**src/rtl/advtim_pkg.sv**
```systemverilog
// Shared constants and types for the advanced-timer time-base.
// Latency: n/a (definitions only); backpressure: n/a.
package advtim_pkg;

  localparam int CNT_W_DEF = 16;
  localparam int RCR_W_DEF = 8;
  localparam int NCH_DEF   = 6;

  localparam logic [1:0] CMS_EDGE = 2'b00;

  localparam logic DIR_UP   = 1'b0;
  localparam logic DIR_DOWN = 1'b1;

  typedef enum logic {
    SRC_CNT = 1'b0,
    SRC_UG  = 1'b1
  } uev_src_e;

endpackage

```
**src/rtl/advtim_prescaler.sv**
```systemverilog
// Prescaler: emits a tick every psc_shadow+1 enabled cycles; shadow reloads at update events.
// Latency: tick is combinational from the registered count; backpressure: none, en simply holds the count.
module advtim_prescaler
  import advtim_pkg::*;
#(
  parameter int CNT_W = CNT_W_DEF
) (
  input  logic             pe_gen_clk,
  input  logic             pe_gen_rstn,
  input  logic             en,
  input  logic             clr,
  input  logic             load,
  input  logic [CNT_W-1:0] psc,
  output logic             tick
);

  logic [CNT_W-1:0] psc_cnt;
  logic [CNT_W-1:0] psc_shadow;

  assign tick = en && (psc_cnt == psc_shadow);

  always_ff @(posedge pe_gen_clk or negedge pe_gen_rstn) begin
    if (!pe_gen_rstn) begin
      psc_cnt    <= '0;
      psc_shadow <= '0;
    end else begin
      if (clr) begin
        psc_cnt <= '0;
      end else if (en) begin
        psc_cnt <= tick ? '0 : psc_cnt + CNT_W'(1);
      end
      if (load) begin
        psc_shadow <= psc;
      end
    end
  end

endmodule

```
**src/rtl/advtim_timebase_ctrl.sv**
```systemverilog
// Timer time-base: prescaled up/down/center counter, repetition-qualified UEV, ARR/CC preload commit.
// Latency: all outputs registered, one cycle after the causing tick/UG; backpressure: none.
module advtim_timebase_ctrl
  import advtim_pkg::*;
#(
  parameter int CNT_W = CNT_W_DEF,
  parameter int RCR_W = RCR_W_DEF,
  parameter int NCH   = NCH_DEF
) (
  input  logic                 pe_gen_clk,
  input  logic                 pe_gen_rstn,
  input  logic                 r_cen,
  input  logic                 r_dir,
  input  logic [1:0]           r_cms,
  input  logic                 r_opm,
  input  logic                 r_arpe,
  input  logic                 r_ocpe,
  input  logic                 r_udis,
  input  logic                 r_urs,
  input  logic                 r_ug,
  input  logic [CNT_W-1:0]     r_psc,
  input  logic [CNT_W-1:0]     r_arr,
  input  logic [RCR_W-1:0]     r_rcr,
  input  logic [NCH*CNT_W-1:0] r_cc_pre,
  output logic [CNT_W-1:0]     arr_cnt,
  output logic                 dir,
  output logic                 timing_enable,
  output logic [NCH*CNT_W-1:0] cc_act,
  output logic                 uev,
  output logic                 uif_set,
  output logic                 cen_clr
);

  logic [CNT_W-1:0]     arr_shadow;
  logic [CNT_W-1:0]     arr_act;
  logic [NCH*CNT_W-1:0] cc_shadow;
  logic [RCR_W-1:0]     rep_cnt;
  logic                 stop_lock;
  logic                 tick;
  logic                 center;
  logic                 evt;
  logic                 cnt_uev;
  logic                 ug_uev;
  logic                 uev_next;
  logic                 uif_next;
  logic                 opm_stop;
  logic [CNT_W-1:0]     cnt_next;
  logic                 dir_next;
  uev_src_e             uev_src;

  assign center  = (r_cms != CMS_EDGE);
  assign arr_act = r_arpe ? arr_shadow : r_arr;

  advtim_prescaler #(.CNT_W(CNT_W)) u_psc (
    .pe_gen_clk  (pe_gen_clk),
    .pe_gen_rstn (pe_gen_rstn),
    .en          (timing_enable),
    .clr         (r_ug),
    .load        (uev_next),
    .psc         (r_psc),
    .tick        (tick)
  );

  // UG has priority over any tick; evt flags an over/underflow on this tick.
  always_comb begin
    cnt_next = arr_cnt;
    dir_next = dir;
    evt      = 1'b0;
    if (r_ug) begin
      cnt_next = (!center && r_dir == DIR_DOWN) ? arr_act : '0;
      dir_next = center ? DIR_UP : r_dir;
    end else begin
      if (!center) begin
        dir_next = r_dir;
      end
      if (tick) begin
        if (arr_act == '0) begin
          cnt_next = '0;
        end else if (!center) begin
          if (r_dir == DIR_UP) begin
            if (arr_cnt >= arr_act) begin
              cnt_next = '0;
              evt      = 1'b1;
            end else begin
              cnt_next = arr_cnt + CNT_W'(1);
            end
          end else if (arr_cnt == '0) begin
            cnt_next = arr_act;
            evt      = 1'b1;
          end else begin
            cnt_next = arr_cnt - CNT_W'(1);
          end
        end else if (dir == DIR_UP) begin
          if (arr_cnt >= arr_act) begin
            cnt_next = arr_act - CNT_W'(1);
            dir_next = DIR_DOWN;
            evt      = 1'b1;
          end else begin
            cnt_next = arr_cnt + CNT_W'(1);
          end
        end else if (arr_cnt == '0) begin
          cnt_next = CNT_W'(1);
          dir_next = DIR_UP;
          evt      = 1'b1;
        end else begin
          cnt_next = arr_cnt - CNT_W'(1);
        end
      end
    end
  end

  assign uev_src  = r_ug ? SRC_UG : SRC_CNT;
  assign cnt_uev  = evt && !r_udis && (rep_cnt == '0);
  assign ug_uev   = r_ug && !r_udis;
  assign uev_next = cnt_uev || ug_uev;
  assign uif_next = uev_next && !(uev_src == SRC_UG && r_urs);
  assign opm_stop = r_opm && cnt_uev;

  always_ff @(posedge pe_gen_clk or negedge pe_gen_rstn) begin
    if (!pe_gen_rstn) begin
      arr_cnt       <= '0;
      dir           <= DIR_UP;
      timing_enable <= 1'b0;
      stop_lock     <= 1'b0;
      cc_act        <= '0;
      uev           <= 1'b0;
      uif_set       <= 1'b0;
      cen_clr       <= 1'b0;
      rep_cnt       <= '0;
      arr_shadow    <= '0;
      cc_shadow     <= '0;
    end else begin
      arr_cnt       <= cnt_next;
      dir           <= dir_next;
      timing_enable <= r_cen && !stop_lock && !opm_stop;
      uev           <= uev_next;
      uif_set       <= uif_next;
      cen_clr       <= opm_stop;
      cc_act        <= r_ocpe ? cc_shadow : r_cc_pre;
      // One-pulse stop sticks until software drops CEN.
      if (opm_stop) begin
        stop_lock <= 1'b1;
      end else if (!r_cen) begin
        stop_lock <= 1'b0;
      end
      if (!r_udis) begin
        if (r_ug || (evt && rep_cnt == '0)) begin
          rep_cnt <= r_rcr;
        end else if (evt) begin
          rep_cnt <= rep_cnt - RCR_W'(1);
        end
      end
      if (uev_next) begin
        arr_shadow <= r_arr;
        cc_shadow  <= r_cc_pre;
      end
    end
  end

endmodule

```
**config.mk**
```make
export PLATFORM = sky130hd
export DESIGN_NAME = advtim_timebase_ctrl
export DESIGN_NICKNAME = d
export VERILOG_FILES = /design/src/rtl/advtim_pkg.sv /design/src/rtl/advtim_prescaler.sv /design/src/rtl/advtim_timebase_ctrl.sv
export SDC_FILE = /design/constraint.sdc
export NUM_CORES = 1
export LEC_CHECK = 0
export CAP_MARGIN = 20
export CORE_UTILIZATION = 28
export CTS_CLUSTER_DIAMETER = 40
export DETAILED_ROUTE_END_ITERATION = 16
export GPL_TIMING_DRIVEN = 0
export SLEW_MARGIN = 5
export SYNTH_ARGS = -nofsm -noshare
export SYNTH_HDL_FRONTEND = slang
export SYNTH_HIERARCHICAL = 1
export SYNTH_SLANG_ARGS = --single-unit
```
**constraint.sdc**
```tcl
create_clock -name pe_gen_clk -period 6.1 [get_ports pe_gen_clk]
set_input_delay 1.83 -clock pe_gen_clk [delete_from_list [all_inputs] [get_ports pe_gen_clk]]
set_output_delay 1.83 -clock pe_gen_clk [all_outputs]
set_load 0.02 [all_outputs]
```
== Word-level counts from Yosys, hierarchy flattened ==
Cells that the tools add are included.

* Add/sub/neg operators: 5
* $mul: 0
* Div/mod/pow operators: 0
* Order comparisons: 1
* Equal/unequal tests: 2
* Shift-type cells: 0
* Muxes and demuxes: 38
* Bitwise logic cells: 1
* Reductions and logical operators: 26

{| class="wikitable"
|+ Operators by type and width
! kind !! number
|-
| $mux 16 || 15
|-
| $mux 96 || 1
|-
| $add 16x1->16 const B || 2
|-
| $logic_not 16->1 || 2
|-
| $sub 16x1->16 const B || 2
|-
| $mux 1 || 20
|-
| $eq 16x16->1 || 1
|-
| $ge 16x16->1 || 1
|-
| $mux 8 || 2
|-
| $logic_and 1x1->1 || 11
|-
| $logic_not 8->1 || 1
|-
| $reduce_bool 2->1 || 4
|-
| $sub 8x1->8 const B || 1
|-
| $logic_not 1->1 || 5
|-
| $logic_or 1x1->1 || 2
|-
| $ne 2x1->1 const B || 1
|-
| $reduce_and 2->1 || 1
|-
| $not 1->1 || 1
|}

* Flip-flop bits (word level): 270
* Latch bits: 0
* RAM bits: 0
* Memory bits (read-only): 0
* Bits of input ports: 148
* Output and inout bits: 117
* Memories: 0

== Depth between registers and ports, before layout ==
Gate-level depths: netlist of run 1.

* Depth after elaboration: 13
* Mapped depth: 16
* Mapped depth without buffers: 11

== By module ==
The synthesis of run 1 kept the hierarchy.

{| class="wikitable"
|+ By module, submodules not included
! module !! instances !! cells an instance !! area each (µm²)
|-
| advtim_timebase_ctrl || 1 || 906 || 11203.2
|-
| advtim_prescaler || 1 || 156 || 1719.1
|}

== Least setup slack after synthesis of run 1 ==
Ideal clock, no wire load.

* Kind: input port to flip-flop
* Start: in r_arpe
* End: reg u_psc.psc_shadow[10]
* Setup time: 125 ps
* Data arrival time: 5790 ps
* Data required time: 5975 ps
* Slack: 185 ps
* Stages on the path: 16
* Cells stage by stage: buf_4 -> clkbuf_1 -> clkbuf_1 -> mux2_2 -> ha_1 -> nand2b_1 -> a2111o_1 -> a211oi_1 -> o21ai_1 -> o2111a_2 -> a21oi_4 -> buf_6 -> inv_2 -> clkbuf_1 -> clkbuf_1 -> mux2_2

* Longest elaborated chain between the ends: 11

{| class="wikitable"
|+ Ends and longest elaborated chain
! item !! RTL line !! RTL
|-
| from (decl) || advtim_timebase_ctrl.sv:16 || <nowiki>input logic r_arpe,</nowiki>
|-
| $mux 16 (*) || advtim_timebase_ctrl.sv:52 || <nowiki>assign arr_act = r_arpe ? arr_shadow : r_arr;</nowiki>
|-
| $ge 16x16->1 || advtim_timebase_ctrl.sv:81, advtim_timebase_ctrl.sv:94 ||
|-
| $mux 1 || advtim_timebase_ctrl.sv:81, advtim_timebase_ctrl.sv:94 ||
|-
| $mux 1 (on tied branches) || advtim_timebase_ctrl.sv:80, advtim_timebase_ctrl.sv:93 ||
|-
| $mux 1 || advtim_timebase_ctrl.sv:79 || <nowiki>end else if (!center) begin</nowiki>
|-
| $mux 1 (*) || advtim_timebase_ctrl.sv:77 || <nowiki>if (arr_act == '0) begin</nowiki>
|-
| $mux 1 (*) || advtim_timebase_ctrl.sv:76 || <nowiki>if (tick) begin</nowiki>
|-
| $mux 1 (*) || advtim_timebase_ctrl.sv:69 || <nowiki>if (r_ug) begin</nowiki>
|-
| $logic_and 1x1->1 (*) (2 in a row) || advtim_timebase_ctrl.sv:113 || <nowiki>assign cnt_uev = evt && !r_udis && (rep_cnt == '0);</nowiki>
|-
| $logic_or 1x1->1 (*) || advtim_timebase_ctrl.sv:115 || <nowiki>assign uev_next = cnt_uev || ug_uev;</nowiki>
|-
| named net uev_next || advtim_timebase_ctrl.sv:44 || <nowiki>logic uev_next;</nowiki>
|-
| to (signal assigned) || advtim_prescaler.sv:33 || <nowiki>psc_shadow <= psc;</nowiki>
|-
| to (decl) || advtim_prescaler.sv:18 || <nowiki>logic [CNT_W-1:0] psc_shadow;</nowiki>
|}

The timed path passes the listed nets; every way through them passes the cells marked *.
A chain may end at the register's enable or synchronous reset.

== Final worst setup path of run 1 ==
* Start: in r_arpe
* End: reg u_psc.psc_shadow[14]

The elaborated chain is that of the path after synthesis.

==> run summary, run 1 <==
Pwr Total: 5920 µW
Routed Antenna Nets: 0
Vias: 9738
Max H-tree Level: 2
Endpoints failing setup: 0
Maximum vdd drop: 309 µV
Hold WC Path Type: reg2reg
Setup TNS: 0 ns
Hold Fails Final Rpt: 0
Leading cell type in the layout, fill and taps excluded: dfrtp_1
Peak Freq: 171 MHz
Worst Max-Slew Pin Slew: 0.935 ns
Clock Path Buffers: 3
Ys async rst share: 100%
Area growth from synthesis to layout: 40.1%
First-pass GRT wire length: 59100 µm
DR vias/cell: 4.82
Synthesized Nets: 1231
Status: finished, final reports clean
Final HPWL DP: 27700 µm
Core Region: 45500 µm²
Rows: 78
Final nets: 1548
Pwr Density: 327 nW/µm²
Synthesized area: 12900 µm²
Clk sink count: 270
Port bufs: 262
Wirelength per Cell: 18.6 µm
Final GP Congestion: 0.915
Worst hold slack: 0.455 ns
Post-synthesis cell count: 1062
Final slew viol count: 0
DRC: 0
Critical Path RT: 6.54 ns
Vias in the first global route: 10400
Average size of a mapped cell: 12.2 µm²
Crit Path Max Fanout: 19
Starting Density: 28.4%
Final period utilization: 95.9%
Horiz. Die Dim: 217 µm
Hold wc startpoint: stop_lock$_DFFE_PN0P_
Critical path class: in2reg
Reg clk slew, reported paths: 0.05 ns
Total Routing Usage GR: 16.2%
EDFF count, synth: 0
DRT iter0 DRCs: 506
Clk_lat worst skew: 0.57 ns
Sequential cell area fraction in the yosys report: 52.3%
DR pass1 iterations: 5
Cts hold-fix bufs: 0
Max_cap viols: 0
Most frequent cells in the layout: dfrtp_1, clkdlybuf4s50_1, mux2_2, nor2_1, clkbuf_16
Height of the die: 217 µm
CTS root buf: clkbuf_16
Critical Path Sink Type: flop
R2R Path Start: u_psc/psc_cnt[7]$_DFFE_PN0P_
TritonCTS clock tree: yes
Largest net degree at the start of global routing: 111
Synthesis Warnings: 6
Ys flop type: dfrtp_1
Unique masters post-synth: 75
Total CTS buffers: 50
Initial antenna violation count: 2
Leak Pwr: 0.00740 µW
RSZ-0062 raised after global routing: false
Worst relative slew slack: 37.7%
Share of post-route cells with drive strength above 1: 23.8%
Die ar.: 47000 µm²
Startpoint types: input pin
Routed WL: 37500 µm
Synthesized flop and latch total: 270
Critical Path Source: r_arpe
Ports: 265
Worst-case clock skew: 0.0240 ns
Fin crit period: 5.85 ns
WP data arrival: 6.29 ns
Grt ovf: 0
[cell usage after synthesis, drive strengths merged (3+ instances only)]
library cell | instances | area, µm²
buf | 15 | 108
a22oi | 5 | 37.5
o22ai | 8 | 50.1
nor2 | 70 | 263
or4 | 4 | 30.0
mux2 | 228 | 2570
o221ai | 4 | 35.0
mux2i | 20 | 204
xnor2 | 21 | 184
inv | 20 | 75.1
o311ai | 3 | 26.3
a31o | 3 | 26.3
o21ai | 34 | 170
o211ai | 6 | 45.0
nor2b | 4 | 25.0
or2 | 5 | 31.3
o31ai | 4 | 30.0
nand2b | 10 | 70.1
nor4 | 22 | 165
xor2 | 41 | 359
nor4b | 3 | 32.5
clkbuf | 43 | 161
a21oi | 34 | 181
a211oi | 6 | 45.0
nand4 | 11 | 68.8
ha | 21 | 263
dfrtp | 270 | 6760
a221o | 10 | 100
nand2 | 43 | 164
nor3 | 26 | 130
and3 | 6 | 38.8
a31oi | 6 | 37.5
nand3 | 17 | 90.1
nor3b | 7 | 52.6
[sequential cells by signal (all words and copies together), names as in the netlist]
signal / cells
uif_set: 1
cc_act: 96
arr_shadow: 16
stop_lock: 1
timing_enable: 1
u_psc/psc_cnt: 16
u_psc/psc_shadow: 16
rep_cnt: 8
cc_shadow: 96
arr_cnt: 16
uev: 1
cen_clr: 1
dir: 1
[per-stage QoR]
stage,util (%),worst slack (ns),std cells,instance area [µm²]
after CTS,39.8,0.00869,2020,18100
after global placement,35.8,-8.66,1924,16300
after global routing,39.8,0.0361,2019,18100
after detailed placement,36.0,-2.01,1926,16400
after floorplan,-,0.185,1062,12900
final,39.8,0.247,2020,18100
[area by class of cell]
cell class,count,area [µm²]
Tap cell,600,751
Antenna cell,1,2.50
Fill cell,4477,27400
Clock buffer,63,1380
Clock inverter,29,324
Sequential cell,270,6760
Inverter,20,75.1
Timing Repair Buffer,266,2700
Multi-Input combinational cell,714,5850
Buffer,57,273
[path summary, 6_finish.rpt]
path / to / slack [ns] / depth (start not counted)
setup reg to reg: u_psc/psc_shadow[14]$_DFFE_PN0P_ / 1.82 / 13
max in group asynchronous: u_psc/psc_cnt[13]$_DFFE_PN0P_ / 3.89 / 2
min in group asynchronous: cc_shadow[19]$_DFFE_PN0P_ / 1.23 / 1
hold reg to reg: timing_enable$_DFF_PN0_ / 0.45 / 1
setup / recovery: u_psc/psc_shadow[14]$_DFFE_PN0P_ / 0.25 / 16
hold / removal: timing_enable$_DFF_PN0_ / 0.45 / 1
[power breakdown]
part	internal, µW	switching, µW	total (µW)	leakage [µW]
logic	516	521	1040	0.00333
clock network	1820	950	2770	0.000833
registers	2010	107	2120	0.00324
[kinds of logic after synthesis]
logic type / share of synthesized area, %
DFF: 52.3
muxes: 21.4
and+or+nand+nor: 9.54
AOI/OAI and AO/OA: 7.83
buffers and inverters: 2.66
xor gates and xnor gates: 4.20
adders and majority gates: 2.03
[layer usage]
metal,GRT usage [%],wire [µm]
met1,18.9,14700
met2,26.2,17700
met3,6.99,4030
met4,6.53,1050
met5,0,15
[worst max-delay path, cell delays in order]
cell	delay [ns]
clkdlybuf4s50_1	0.56
buf_4	0.22
clkbuf_4	0.32
mux2_2	0.42
ha_1	0.27
nand2b_1	0.16
a2111o_1	0.47
a211oi_4	0.33
o21ai_4	0.18
o2111a_2	0.34
a21oi_4	0.16
buf_6	0.19
inv_2	0.09
clkbuf_1	0.21
buf_4	0.24
mux2_2	0.29
[what timing repair did]
item                                    CTS  global route
pin swaps                                 2             1
endpoints found under the hold margin     0             0
gates resized for setup                  11             1
endpoints found under the setup margin  154            18
buffers inserted                          2             0
No activity file was read; power rests on OpenSTA's default activity.
==> run 2: changes to the inputs <==
CORE_MARGIN = 5   (was default)
==> run summary, run 2 (synthesis gave the netlist of run 1 again) <==
Leading cell type in the layout, fill and taps excluded: dfrtp_1 (unchanged)
Fillers: 4422 (was 4477)
Worst relative slew slack: 39.0% (was 37.7%)
TritonCTS clock tree: yes (unchanged)
Reg clk slew, reported paths: 0.05 ns (about the same)
Hold wc startpoint: stop_lock$_DFFE_PN0P_ (unchanged)
Critical path class: in2reg (unchanged)
Multi-input logic area: 5850 µm² (unchanged)
Maximum vdd drop: 240 µV (was 309 µV)
Endpoints failing setup: 0 (unchanged)
CTS root buf: clkbuf_16 (unchanged)
Total CTS buffers: 53 (was 50)
Rows: 78 (unchanged)
Net switching power figure: 1640 µW (was 1580 µW)
Routed WL: 38900 µm (was 37500 µm)
Die ar.: 50500 µm² (was 47000 µm²)
RSZ-0062 raised after global routing: false (unchanged)
Fin crit period: 5.93 ns (was 5.85 ns)
Met3 Wirelength: 4340 µm (was 4030 µm)
Final nets: 1551 (was 1548)
Hold Fails Final Rpt: 0 (unchanged)
Vias: 9753 (was 9738)
Starting Density: 28.4% (unchanged)
Final period utilization: 97.2% (was 95.9%)
Largest net degree at the start of global routing: 96 (was 111)
Port bufs: 262 (unchanged)
Final HPWL DP: 28700 µm (was 27700 µm)
Max H-tree Level: 2 (unchanged)
Final GP Congestion: 0.902 (was 0.915)
R2R Path Start: u_psc/psc_cnt[7]$_DFFE_PN0P_ (unchanged)
Critical Path Source: r_arpe (unchanged)
Height of the die: 225 µm (was 217 µm)
Vias in the first global route: 10600 (was 10400)
Clk_lat worst skew: 0.58 ns (was 0.57 ns)
Most frequent cells in the layout: dfrtp_1, clkdlybuf4s50_1, mux2_2, nor2_1, clkbuf_16 (unchanged)
Hold WC Path Type: reg2reg (unchanged)
Met1 wire length: 15200 µm (was 14700 µm)
Status: finished, final reports clean (unchanged)
Worst slack, placed: -2.10 ns (was -2.01 ns)
Clock Power Share: 48.4% (was 46.7%)
DRC: 0 (unchanged)
Placed insts: 1926 (unchanged)
Power Internal: 4480 µW (was 4350 µW)
Worst-case clock skew: 0.0341 ns (was 0.0240 ns)
Core Region: 45500 µm² (unchanged)
Critical Path RT: 6.56 ns (was 6.54 ns)
Area growth from synthesis to layout: 41.3% (was 40.1%)
Leak Pwr: 0.00745 µW (was 0.00740 µW)
Peak Freq: 169 MHz (was 171 MHz)
Logic pwr share: 17.0% (was 17.5%)
DR pass1 iterations: 5 (unchanged)
Layout Cells excl Fill: 2026 (was 2020)
Clock Path Buffers: 3 (unchanged)
Max_cap viols: 0 (unchanged)
Worst hold slack: 0.443 ns (was 0.455 ns)
Grt ovf: 0 (unchanged)
Max Used Layer: met5 (unchanged)
First-pass GRT wire length: 61100 µm (was 59100 µm)
Leading registers by flop count: cc_act: 96 flops, cc_shadow: 96 flops (unchanged)
DR vias/cell: 4.81 (was 4.82)
Final WS setup: 0.171 ns (was 0.247 ns)
Reg2reg setup slack: 1.99 ns (was 1.82 ns)
Pwr Density: 335 nW/µm² (was 327 nW/µm²)
Register Area: 6760 µm² (unchanged)
Share of post-route cells with drive strength above 1: 24.1% (was 23.8%)
Cell area after layout: 18300 µm² (was 18100 µm²)
Worst Max-Slew Pin Slew: 0.916 ns (was 0.935 ns)
Critical Path Sink Type: flop (unchanged)
Total Routing Usage GR: 15.3% (was 16.2%)
Startpoint types: input pin (unchanged)
Initial antenna violation count: 3 (was 2)
Sw Ratio: 26.9% (was 26.6%)
Horiz. Die Dim: 225 µm (was 217 µm)
Routed Antenna Nets: 0 (unchanged)
Final slew viol count: 0 (unchanged)
Wirelength per Cell: 19.2 µm (was 18.6 µm)
DRT iter0 DRCs: 454 (was 506)
Setup TNS: 0 ns (unchanged)
Flop pwr share: 34.6% (was 35.8%)
Crit Path Max Fanout: 10 (was 19)
Metal2 WL: 18600 µm (was 17700 µm)
Clk sink count: 270 (unchanged)
WP data arrival: 6.39 ns (was 6.29 ns)
Area after DPL: 16400 µm² (unchanged)
Ports: 265 (unchanged)
run 2: area by class of cell:
| type | count | area share (%) |
|---|---|---|
| buffer | 57 | 1.51 |
| antenna | 2 | 0.0274 |
| multi-input combinational | 714 | 32.0 |
| timing repair buffer | 266 | 14.8 |
| clock inverter | 31 | 2.19 |
| tap | 600 | 4.11 |
| inverter | 20 | 0.411 |
| sequential | 270 | 37.0 |
| clock buffer | 66 | 7.92 |
run 2: power groups by stage:
| stage | sequential [µW] | clock [µW] | combinational (µW) |
|---|---|---|---|
| after global routing | 2150 | 3140 | 1130 |
| after global placement | 2140 | 0 | 1030 |
| after detailed placement | 2150 | 0 | 1040 |
| final | 2120 | 2960 | 1040 |
| after CTS | 2120 | 3050 | 1050 |
| after floorplan | 2230 | 0 | 466 |
run 2: through the flow:
step,utilization (%),total power (µW)
after CTS,40.1,6220
final,40.1,6120
after floorplan,-,2690
after global placement,35.8,3170
after detailed placement,36.0,3190
after global routing,40.1,6420
run 2: metal layers:
metal	vias up	GRT usage [%]
met5	-	0
met1	4842	18.2
met2	321	24.8
met4	2	4.30
met3	52	7.28
li1	4536	-
run 2: timing repair:
| action | CTS | global route |
|---|---|---|
| hold buffers | 0 | 0 |
| buffers inserted | 2 | 0 |
| resized for setup | 11 | 0 |
| setup endpoints to repair | 156 | 0 |
run 2: worst max-delay path: stages:
cell	delay, ns
clkdlybuf4s50_1	0.57
buf_4	0.23
clkbuf_4	0.24
clkbuf_4	0.26
mux2_2	0.40
ha_1	0.27
nand2b_1	0.16
a2111o_1	0.46
a211oi_4	0.36
o21ai_4	0.19
o2111a_2	0.34
a21oi_4	0.16
buf_4	0.21
buf_2	0.30
mux2_2	0.37
run 2: final timing paths:
kind | cells past startpoint | endpoint
min | 1 | timing_enable$_DFF_PN0_
max | 15 | cc_shadow[72]$_DFFE_PN0P_
max reg2reg | 12 | u_psc/psc_shadow[5]$_DFFE_PN0P_
max in group asynchronous | 2 | u_psc/psc_cnt[6]$_DFFE_PN0P_
min in group asynchronous | 1 | cc_act[72]$_DFF_PN0_
min reg2reg | 1 | timing_enable$_DFF_PN0_
